File: src/rtl/bp_update_queue_pkg.sv
// ============================================================================
// Module      : bp_update_queue_pkg
// Description : Shared types and constants for the branch-outcome update queue.
// Revision    : 1.0
// ============================================================================
`default_nettype none

package bp_update_queue_pkg;

    localparam int BPUQ_DEPTH = 8;
    localparam int BPUQ_IDX_W = 6;

    typedef enum logic [1:0] {
        STRONG_NT = 2'b00,
        WEAK_NT   = 2'b01,
        WEAK_T    = 2'b10,
        STRONG_T  = 2'b11
    } TWO_BIT_COUNTER;

    // Status flags of one entry; the predictor index is kept in a parallel
    // array so its width can follow the IDX_W module parameter.
    typedef struct packed {
        logic valid;
        logic resolved;
        logic taken;
    } BPUQ_ENTRY;

endpackage

`default_nettype wire

File: src/rtl/bp_update_queue_ghr.sv
// ============================================================================
// Module      : bpuq_ghr
// Description : Global history shift register; shifts in one outcome per
//               enabled cycle. Only used when BPUQ_GSHARE_EN is defined.
// Revision    : 1.0
// ============================================================================
`default_nettype none

module bpuq_ghr
    import bp_update_queue_pkg::*;
#(
    parameter int WIDTH = BPUQ_IDX_W
) (
    input  logic             clock,
    input  logic             reset,
    input  logic             i_shift_en,
    input  logic             i_shift_in,
    output logic [WIDTH-1:0] o_ghr
);

    logic [WIDTH-1:0] ghr_q;
    logic [WIDTH-1:0] ghr_d;

    always_comb begin
        ghr_d = ghr_q;
        if (i_shift_en) begin
            ghr_d = {ghr_q[WIDTH-2:0], i_shift_in};
        end
    end

    always_ff @(posedge clock) begin
        if (reset) begin
            ghr_q <= '0;
        end else begin
            ghr_q <= ghr_d;
        end
    end

    assign o_ghr = ghr_q;

endmodule

`default_nettype wire

File: src/rtl/bp_update_queue.sv
// ============================================================================
// Module      : bp_update_queue
// Description : In-order branch-outcome buffer feeding predictor counter-table
//               updates; out-of-order resolve, oldest-first drain, squash.
//               Define BPUQ_GSHARE_EN to hash the update index with history.
// Revision    : 1.0
// ============================================================================
`default_nettype none

module bp_update_queue
    import bp_update_queue_pkg::*;
#(
    parameter int DEPTH = BPUQ_DEPTH,
    parameter int IDX_W = BPUQ_IDX_W,
    parameter int TAG_W = $clog2(DEPTH)
) (
    input  logic             clock,
    input  logic             reset,
    input  logic             alloc_valid,
    input  logic [IDX_W-1:0] alloc_pc_idx,
    output logic             alloc_ready,
    output logic [TAG_W-1:0] alloc_tag,
    input  logic             resolve_valid,
    input  logic [TAG_W-1:0] resolve_tag,
    input  logic             resolve_taken,
    input  logic             resolve_mispredict,
    output logic             upd_wr_en,
    output logic             upd_taken,
    output logic [IDX_W-1:0] upd_idx,
    output logic [TAG_W:0]   count
);

    localparam logic [TAG_W:0]   FULL_COUNT = (TAG_W+1)'(DEPTH);
    localparam logic [TAG_W:0]   CNT_ONE    = (TAG_W+1)'(1);
    localparam logic [TAG_W-1:0] TAG_ONE    = TAG_W'(1);

    BPUQ_ENTRY        entry_q  [DEPTH];
    BPUQ_ENTRY        entry_d  [DEPTH];
    logic [IDX_W-1:0] pc_idx_q [DEPTH];
    logic [IDX_W-1:0] pc_idx_d [DEPTH];
    logic [TAG_W-1:0] head_q, head_d;
    logic [TAG_W-1:0] tail_q, tail_d;
    logic [TAG_W:0]   count_q, count_d;

    logic             w_drain;
    logic             w_resolve_hit;
    logic             w_squash;
    logic             w_alloc_fire;
    logic [TAG_W-1:0] w_res_off;

    always_comb begin
        logic [TAG_W-1:0] ent_off;

        w_drain       = entry_q[head_q].valid & entry_q[head_q].resolved;
        w_resolve_hit = resolve_valid & entry_q[resolve_tag].valid;
        w_squash      = w_resolve_hit & resolve_mispredict;
        w_alloc_fire  = alloc_valid & alloc_ready & ~w_squash;
        w_res_off     = resolve_tag - head_q;
        ent_off       = '0;

        entry_d  = entry_q;
        pc_idx_d = pc_idx_q;
        head_d   = head_q;
        tail_d   = tail_q;
        count_d  = count_q;

        if (w_alloc_fire) begin
            entry_d[tail_q]  = '{valid: 1'b1, resolved: 1'b0, taken: 1'b0};
            pc_idx_d[tail_q] = alloc_pc_idx;
            tail_d           = tail_q + TAG_ONE;
            count_d          = count_q + CNT_ONE;
        end

        if (w_resolve_hit) begin
            entry_d[resolve_tag].resolved = 1'b1;
            entry_d[resolve_tag].taken    = resolve_taken;
        end

        // Age is measured as distance from head, so wrap needs no special case.
        if (w_squash) begin
            for (int i = 0; i < DEPTH; i++) begin
                ent_off = TAG_W'(i) - head_q;
                if ((ent_off > w_res_off) && ({1'b0, ent_off} < count_q)) begin
                    entry_d[i].valid = 1'b0;
                end
            end
            tail_d  = resolve_tag + TAG_ONE;
            count_d = {1'b0, w_res_off} + CNT_ONE;
        end

        if (w_drain) begin
            entry_d[head_q].valid = 1'b0;
            head_d                = head_q + TAG_ONE;
            count_d               = count_d - CNT_ONE;
        end
    end

    always_ff @(posedge clock) begin
        if (reset) begin
            for (int i = 0; i < DEPTH; i++) begin
                entry_q[i]  <= '0;
                pc_idx_q[i] <= '0;
            end
            head_q  <= '0;
            tail_q  <= '0;
            count_q <= '0;
        end else begin
            entry_q  <= entry_d;
            pc_idx_q <= pc_idx_d;
            head_q   <= head_d;
            tail_q   <= tail_d;
            count_q  <= count_d;
        end
    end

    assign alloc_ready = (count_q != FULL_COUNT);
    assign alloc_tag   = tail_q;
    assign count       = count_q;
    assign upd_wr_en   = w_drain;
    assign upd_taken   = entry_q[head_q].taken;

`ifdef BPUQ_GSHARE_EN
    logic [IDX_W-1:0] w_ghr;

    bpuq_ghr #(
        .WIDTH (IDX_W)
    ) u_ghr (
        .clock      (clock),
        .reset      (reset),
        .i_shift_en (w_drain),
        .i_shift_in (upd_taken),
        .o_ghr      (w_ghr)
    );

    assign upd_idx = pc_idx_q[head_q] ^ w_ghr;
`else
    assign upd_idx = pc_idx_q[head_q];
`endif

endmodule

`default_nettype wire

File: config.mk
export PLATFORM = sky130hd
export DESIGN_NAME = bp_update_queue
export DESIGN_NICKNAME = d
export VERILOG_FILES = /design/src/rtl/bp_update_queue_pkg.sv /design/src/rtl/bp_update_queue_ghr.sv /design/src/rtl/bp_update_queue.sv
export SDC_FILE = /design/constraint.sdc
export NUM_CORES = 1
export LEC_CHECK = 0
export BUFFER_PORTS_ARGS = -buffer_cell sky130_fd_sc_hd__buf_4
export CAP_MARGIN = 0
export CORE_ASPECT_RATIO = 0.9
export CORE_MARGIN = 4
export CORE_UTILIZATION = 55
export DETAILED_ROUTE_END_ITERATION = 16
export MAX_ROUTING_LAYER = met4
export PLACE_DENSITY = 0.69
export SLEW_MARGIN = 30
export SYNTH_ARGS = -nofsm -noshare
export SYNTH_HDL_FRONTEND = slang
export SYNTH_SLANG_ARGS = --single-unit
File: constraint.sdc
create_clock -name clock -period 3.92 [get_ports clock]
set_input_delay 0.392 -clock clock [delete_from_list [all_inputs] [get_ports clock]]
set_output_delay 0.392 -clock clock [all_outputs]
set_load 0.03 [all_outputs]
# Yosys cells after proc, flatten, opt, wreduce, memory -nomap -nowiden
# Cells that the tools add are included.
# Widths: inputs -> output; s select.
# word_totals
ff_bits,82
inputBits,15
elab_cells,144
# classes
addsub,15
n_lt_le_gt_ge,22
n_eq_ne,1
mux,47
bitwise_logic,12
n_reduce_logical,12
# op_table
op,count
$bwmux 24,3
$mux 24,3
$bwmux 48,1
$demux 3 s3,4
$lt 3x4->1,8
$gt 3x3->1,8
$mux 3,8
$bmux 3 s3,2
$bmux 6 s3,1
$demux 6 s3,1
$mux 6,3
$mux 1,17
$and 16x16->16,1
$not 16->16,1
$ge 4x4->1 const B,3
$lt 4x1->1 const B,3
$mux 4,3
$not 3->4,3
$sub 3x3->3 const A,4
$logic_and 1x1->1,11
$add 3x1->3 const B,3
$or 8x8->8,1
$sub 1x3->3 const A,2
$sub 2x3->3 const A,2
other kinds (9),13

# Logic depth before layout (Yosys ltp)
# logic_depth
ltp_word,16
depth_mapped,12
mapped_depth_nobuf,11

# Worst setup path after synthesis
# OpenSTA, ideal clock, no wires.
# synth_timing
kind,register -> register
startpoint,reg head_q[1]
endpoint,reg entry_q[11] (netlist bit)
setup_time_ps,139
t_arrival_ps,2771
required_time_ps,3781
setup_slack_ps,1011
stages_incl_launch_ff,11
n_path_buf,1
synth_period_minus_slack_ps,2909
cell_sequence,dfxtp_1 -> clkbuf_1 -> inv_1 -> fa_1 -> xnor3_1 -> inv_1 -> ha_1 -> nand3_1 -> o21ai_0 -> a2111oi_0 -> a2111oi_0
# synth_between
elab_chain_cells,7
elab_cells_between_ends,19
classes_between,add/sub: 2; order compare: 4; mux: 9; bitwise: 2; reduce/logical: 2
# synth_rtl
item,line,source
from (decl),bp_update_queue.sv:41,"logic [TAG_W-1:0] head_q, head_d;"
from (signal assigned),bp_update_queue.sv:104,head_q <= '0;
from (signal assigned),bp_update_queue.sv:110,head_q <= head_d;
"$sub 3x3->3, or another cell as far along",bp_update_queue.sv:82,ent_off = TAG_W'(i) - head_q;
"$lt 3x4->1, or another cell as far along",bp_update_queue.sv:83,"if ((ent_off > w_res_off) && ({1'b0, ent_off} < count_q)) begin"
$logic_and 1x1->1 (on tied branches),"bp_update_queue.sv:83, bp_update_queue.sv:92",
$mux 1 or $mux 3 (tied branches),"bp_update_queue.sv:83, bp_update_queue.sv:92",
$mux 1 or $demux 3 s3 (tied branches),"bp_update_queue.sv:80, bp_update_queue.sv:92",
$bwmux 24,bp_update_queue.sv:92,entry_d[head_q].valid = 1'b0;
$mux 24 *,bp_update_queue.sv:91,if (w_drain) begin
to (signal assigned),bp_update_queue.sv:108,entry_q <= entry_d;
to (decl),bp_update_queue.sv:37,BPUQ_ENTRY entry_q [DEPTH];
# Mark *: on every way between the ends. The rest lies on a longest branch, timed or not. The select of a mux whose other input is x is not followed.
# A chain may end at the register's enable or synchronous reset.

# Worst setup path after layout
# layout_timing
startpoint,reg head_q[0]
endpoint,out upd_wr_en
# layout_between
elab_chain_cells,5
# layout_rtl
item,line,source
$not 3->4 (not written as such),bp_update_queue.sv:54,w_drain = entry_q[head_q].valid & entry_q[head_q].resolved;
$bmux 3 s3,bp_update_queue.sv:54,
$mux 3 (2 in a row),-,
$and 1x1->1,bp_update_queue.sv:54,
to (decl),bp_update_queue.sv:27,"output logic upd_wr_en,"
# No other way between the ends. The select of a mux whose other input is x is not followed.

==> metrics <==
# Post-CTS Setup Buffers 0; First DRT Iteration DRCs 177; Hold Path Class input pin to flop; Worst Hold End alloc_tag[0]; Routed WL per cell 18.1 um; Pint 0.00130 W; CTS Buf Count 9; # hold bufs at CTS 0; all-layer global routing usage 24.6%; highest metal used met4; Final Worst Setup Slack 0.686 ns; row count 32; critical path arrival 2.84 ns; DRC 0; Clk network pwr share 36.7%; FFs w/ async S/R, synth 0%; hold depth 2; pre-CTS WS 0.491 ns; Reg2Reg Depth 7; leading area contributor after synthesis dfxtp_1; reg2reg start entry_q[8]; crit path time final 3.23 ns; Resized cells post-CTS 0; Worst EP required 3.53 ns; Met3 Wirelength 738 um; CTS Sinks 82; flops & latches, synth 82; DRT met1 WL 5.74 mm; Final ANT Viol Nets 0; Tcrit/Tclk final 82.5%; Clock Skews 0.0112 ns; num ports 31; Max Cap Viol 0; Root Buffer Master clkbuf_8; Crit. End Element primary output; Clk Latency, worst-skew pair 0.35 ns; Max VDD drop 0.000250 V; hold slack 0.334 ns; unrepaired setup endpoints after global routing no; final slew viol count 0; core area 8570 um^2; capturing point of the worst reg2reg path pc_idx_q[45]; initial antenna violation count 0; pwr dens 327 nW/um^2; Worst Setup Start Kind flop; Cell Area, Synth 4850 um^2; hold path startpoint resolve_tag[0]; Finish-stage setup viols 0; CTS tree done; n_diodes 0; Overflow after GRT 0; Primary FF master, synth dfxtp_1; input/output buffers 30; Clock Pin Slew Worst Setup and Hold Paths 0.08 ns; layout cells sized above 1 16.0%; worst slew pin tran 0.923 ns; Leak 2.06 nW; Pre-Repair DR Iteration Count 5; WL final 12.0 mm; Yosys cell types 52; largest net degree at the start of global routing 84; RePlAce Congestion 0.957; fmax 309 MHz; vias per inst 5.89; nets 589; via count 3912; critical path type flop to primary output; Area Growth Syn to Fin 11.2%; CP Max Fanout 28; Power Total 0.00177 W; first-pass GRT wire length 19.9 mm; Psw 0.000466 W; Post-Syn Instances 523; vias in the first global route 3850; Mean Syn Cell Area 9.28 um^2; dpl hpwl 8.34 mm; Post-synth EDFFs 0; sequential fraction of the synthesis area 33.8%; sequential share of power 49.4%; total die area 10400 um^2; largest cells by area after synthesis dfxtp_1, mux2i_1, ha_1; Slew HR 38.4%; Yosys warnings 0; final hold viol count 0; switching portion of total power 26.4%; Die Width 107 um; H-tree Lvls 3; die height 97.1 um; Logic pwr share 14.0%; outcome complete, no violations; Initial Util 56.7%; wire length on met2 5.39 mm; maximum buffer depth of the clock tree 2; setup TNS 0 ns; Mapped Nets 572; Synth top area share 33.8%; R2R Setup Slk 0.83 ns
## power groups by stage
stage	clock network (W)	registers [W]	logic, W
floorplan	0	0.000894	0.000167
global placement	0	0.000890	0.000239
detailed placement	0	0.000891	0.000244
CTS	0.000663	0.000871	0.000246
global route	0.000693	0.000875	0.000272
finish	0.000648	0.000872	0.000246
## flip-flops by register name, summed over array words and instances (netlist names)
signal and flops:
count 4, pc_idx_q 48, entry_q 24, alloc_tag 3, head_q 3
## logic make-up (layout without fill, tap and decap cells)
group	Yosys count	count (layout)	share of synthesized area (%)
adder cells (fa/ha/maj)	36	36	9.33
buffers and inverters	58	80	4.92
AO/OA/AOI/OAI	81	81	11.1
XOR/XNOR	16	16	3.17
AND/OR/NAND/NOR	177	177	18.1
multiplexers	73	73	19.5
flip-flops	82	82	33.8
## worst max-delay path by stage
stage                         from      endpoint  slack, ns
detailed placement  resolve_tag[2]  pc_idx_q[47]       0.49
finish                   head_q[0]     upd_wr_en       0.69
CTS                      head_q[0]     upd_wr_en       0.69
floorplan                head_q[1]   entry_q[11]       1.01
global route             head_q[0]     upd_wr_en       0.56
global placement    resolve_tag[2]  pc_idx_q[47]       0.54
## cells in the final DEF (no fill, tap or decap), types with 3 or more instances in the layout
| master | synthesis | final |
|---|---|---|
| nor4b_2 | 1 | 4 |
| nor3_1 | 4 | 4 |
| nor2_1 | 69 | 69 |
| and2_1 | 3 | 3 |
| nor4_4 | 3 | 3 |
| o21ai_0 | 17 | 17 |
| a21o_1 | 3 | 3 |
| a211oi_1 | 5 | 5 |
| inv_1 | 22 | 22 |
| a21oi_1 | 23 | 23 |
| xnor2_1 | 6 | 6 |
| a2111oi_0 | 6 | 6 |
| o22ai_1 | 9 | 9 |
| nand2_1 | 46 | 46 |
| mux4_2 | 17 | 17 |
| nand3b_1 | 9 | 9 |
| buf_4 | 0 | 42 |
| dfxtp_1 | 82 | 82 |
| nand2b_1 | 12 | 12 |
| nand3_1 | 13 | 13 |
| clkbuf_8 | 0 | 12 |
| nor2b_1 | 5 | 5 |
| xor2_1 | 9 | 9 |
| ha_1 | 33 | 33 |
| mux2i_1 | 54 | 54 |
## critical path, cell delays in order (launching register included)
cell,delay [ns]
dfxtp_1,0.37
buf_4,0.43
inv_1,0.29
mux4_2,0.52
mux2i_1,0.60
buf_4,0.29
## per-stage QoR
step,instance area (um^2),utilization (%),std cells
after floorplan,4850,-,523
after global placement,5180,60.5,648
after detailed placement,5180,60.5,648
after CTS,5400,63.0,664
after global routing,5400,63.0,664
final,5400,63.0,664
## synthesized netlist by cell type, types with 4 or more instances
| cell type | number |
|---|---|
| buf_2 | 5 |
| xnor2_1 | 6 |
| a211oi_1 | 5 |
| dfxtp_1 | 82 |
| nand3_1 | 13 |
| xor2_1 | 9 |
| mux4_2 | 17 |
| nand3b_1 | 9 |
| nor2_1 | 69 |
| a2111oi_0 | 6 |
| a21oi_1 | 23 |
| nand2_1 | 46 |
| buf_1 | 5 |
| o22ai_1 | 9 |
| nor3_1 | 4 |
| ha_1 | 33 |
| nand2b_1 | 12 |
| mux2i_1 | 54 |
| o21ai_0 | 17 |
| nor2b_1 | 5 |
| inv_1 | 22 |
| clkbuf_1 | 24 |
## per-layer routing
layer	up-vias	GRT usage [%]
li1	1887	-
met1	1894	35.0
met2	118	36.3
met3	13	4.45
met4	0	6.29
met5	-	-
## area by class of cell
cell class	count	area, um^2
sequential	82	1640
tap	119	149
multi-input combinational	383	2990
clock buffer	13	169
timing repair buffer	42	315
fill	743	3170
inverter	22	82.6
clock inverter	3	46.3
(Power assumes the default switching activity.)
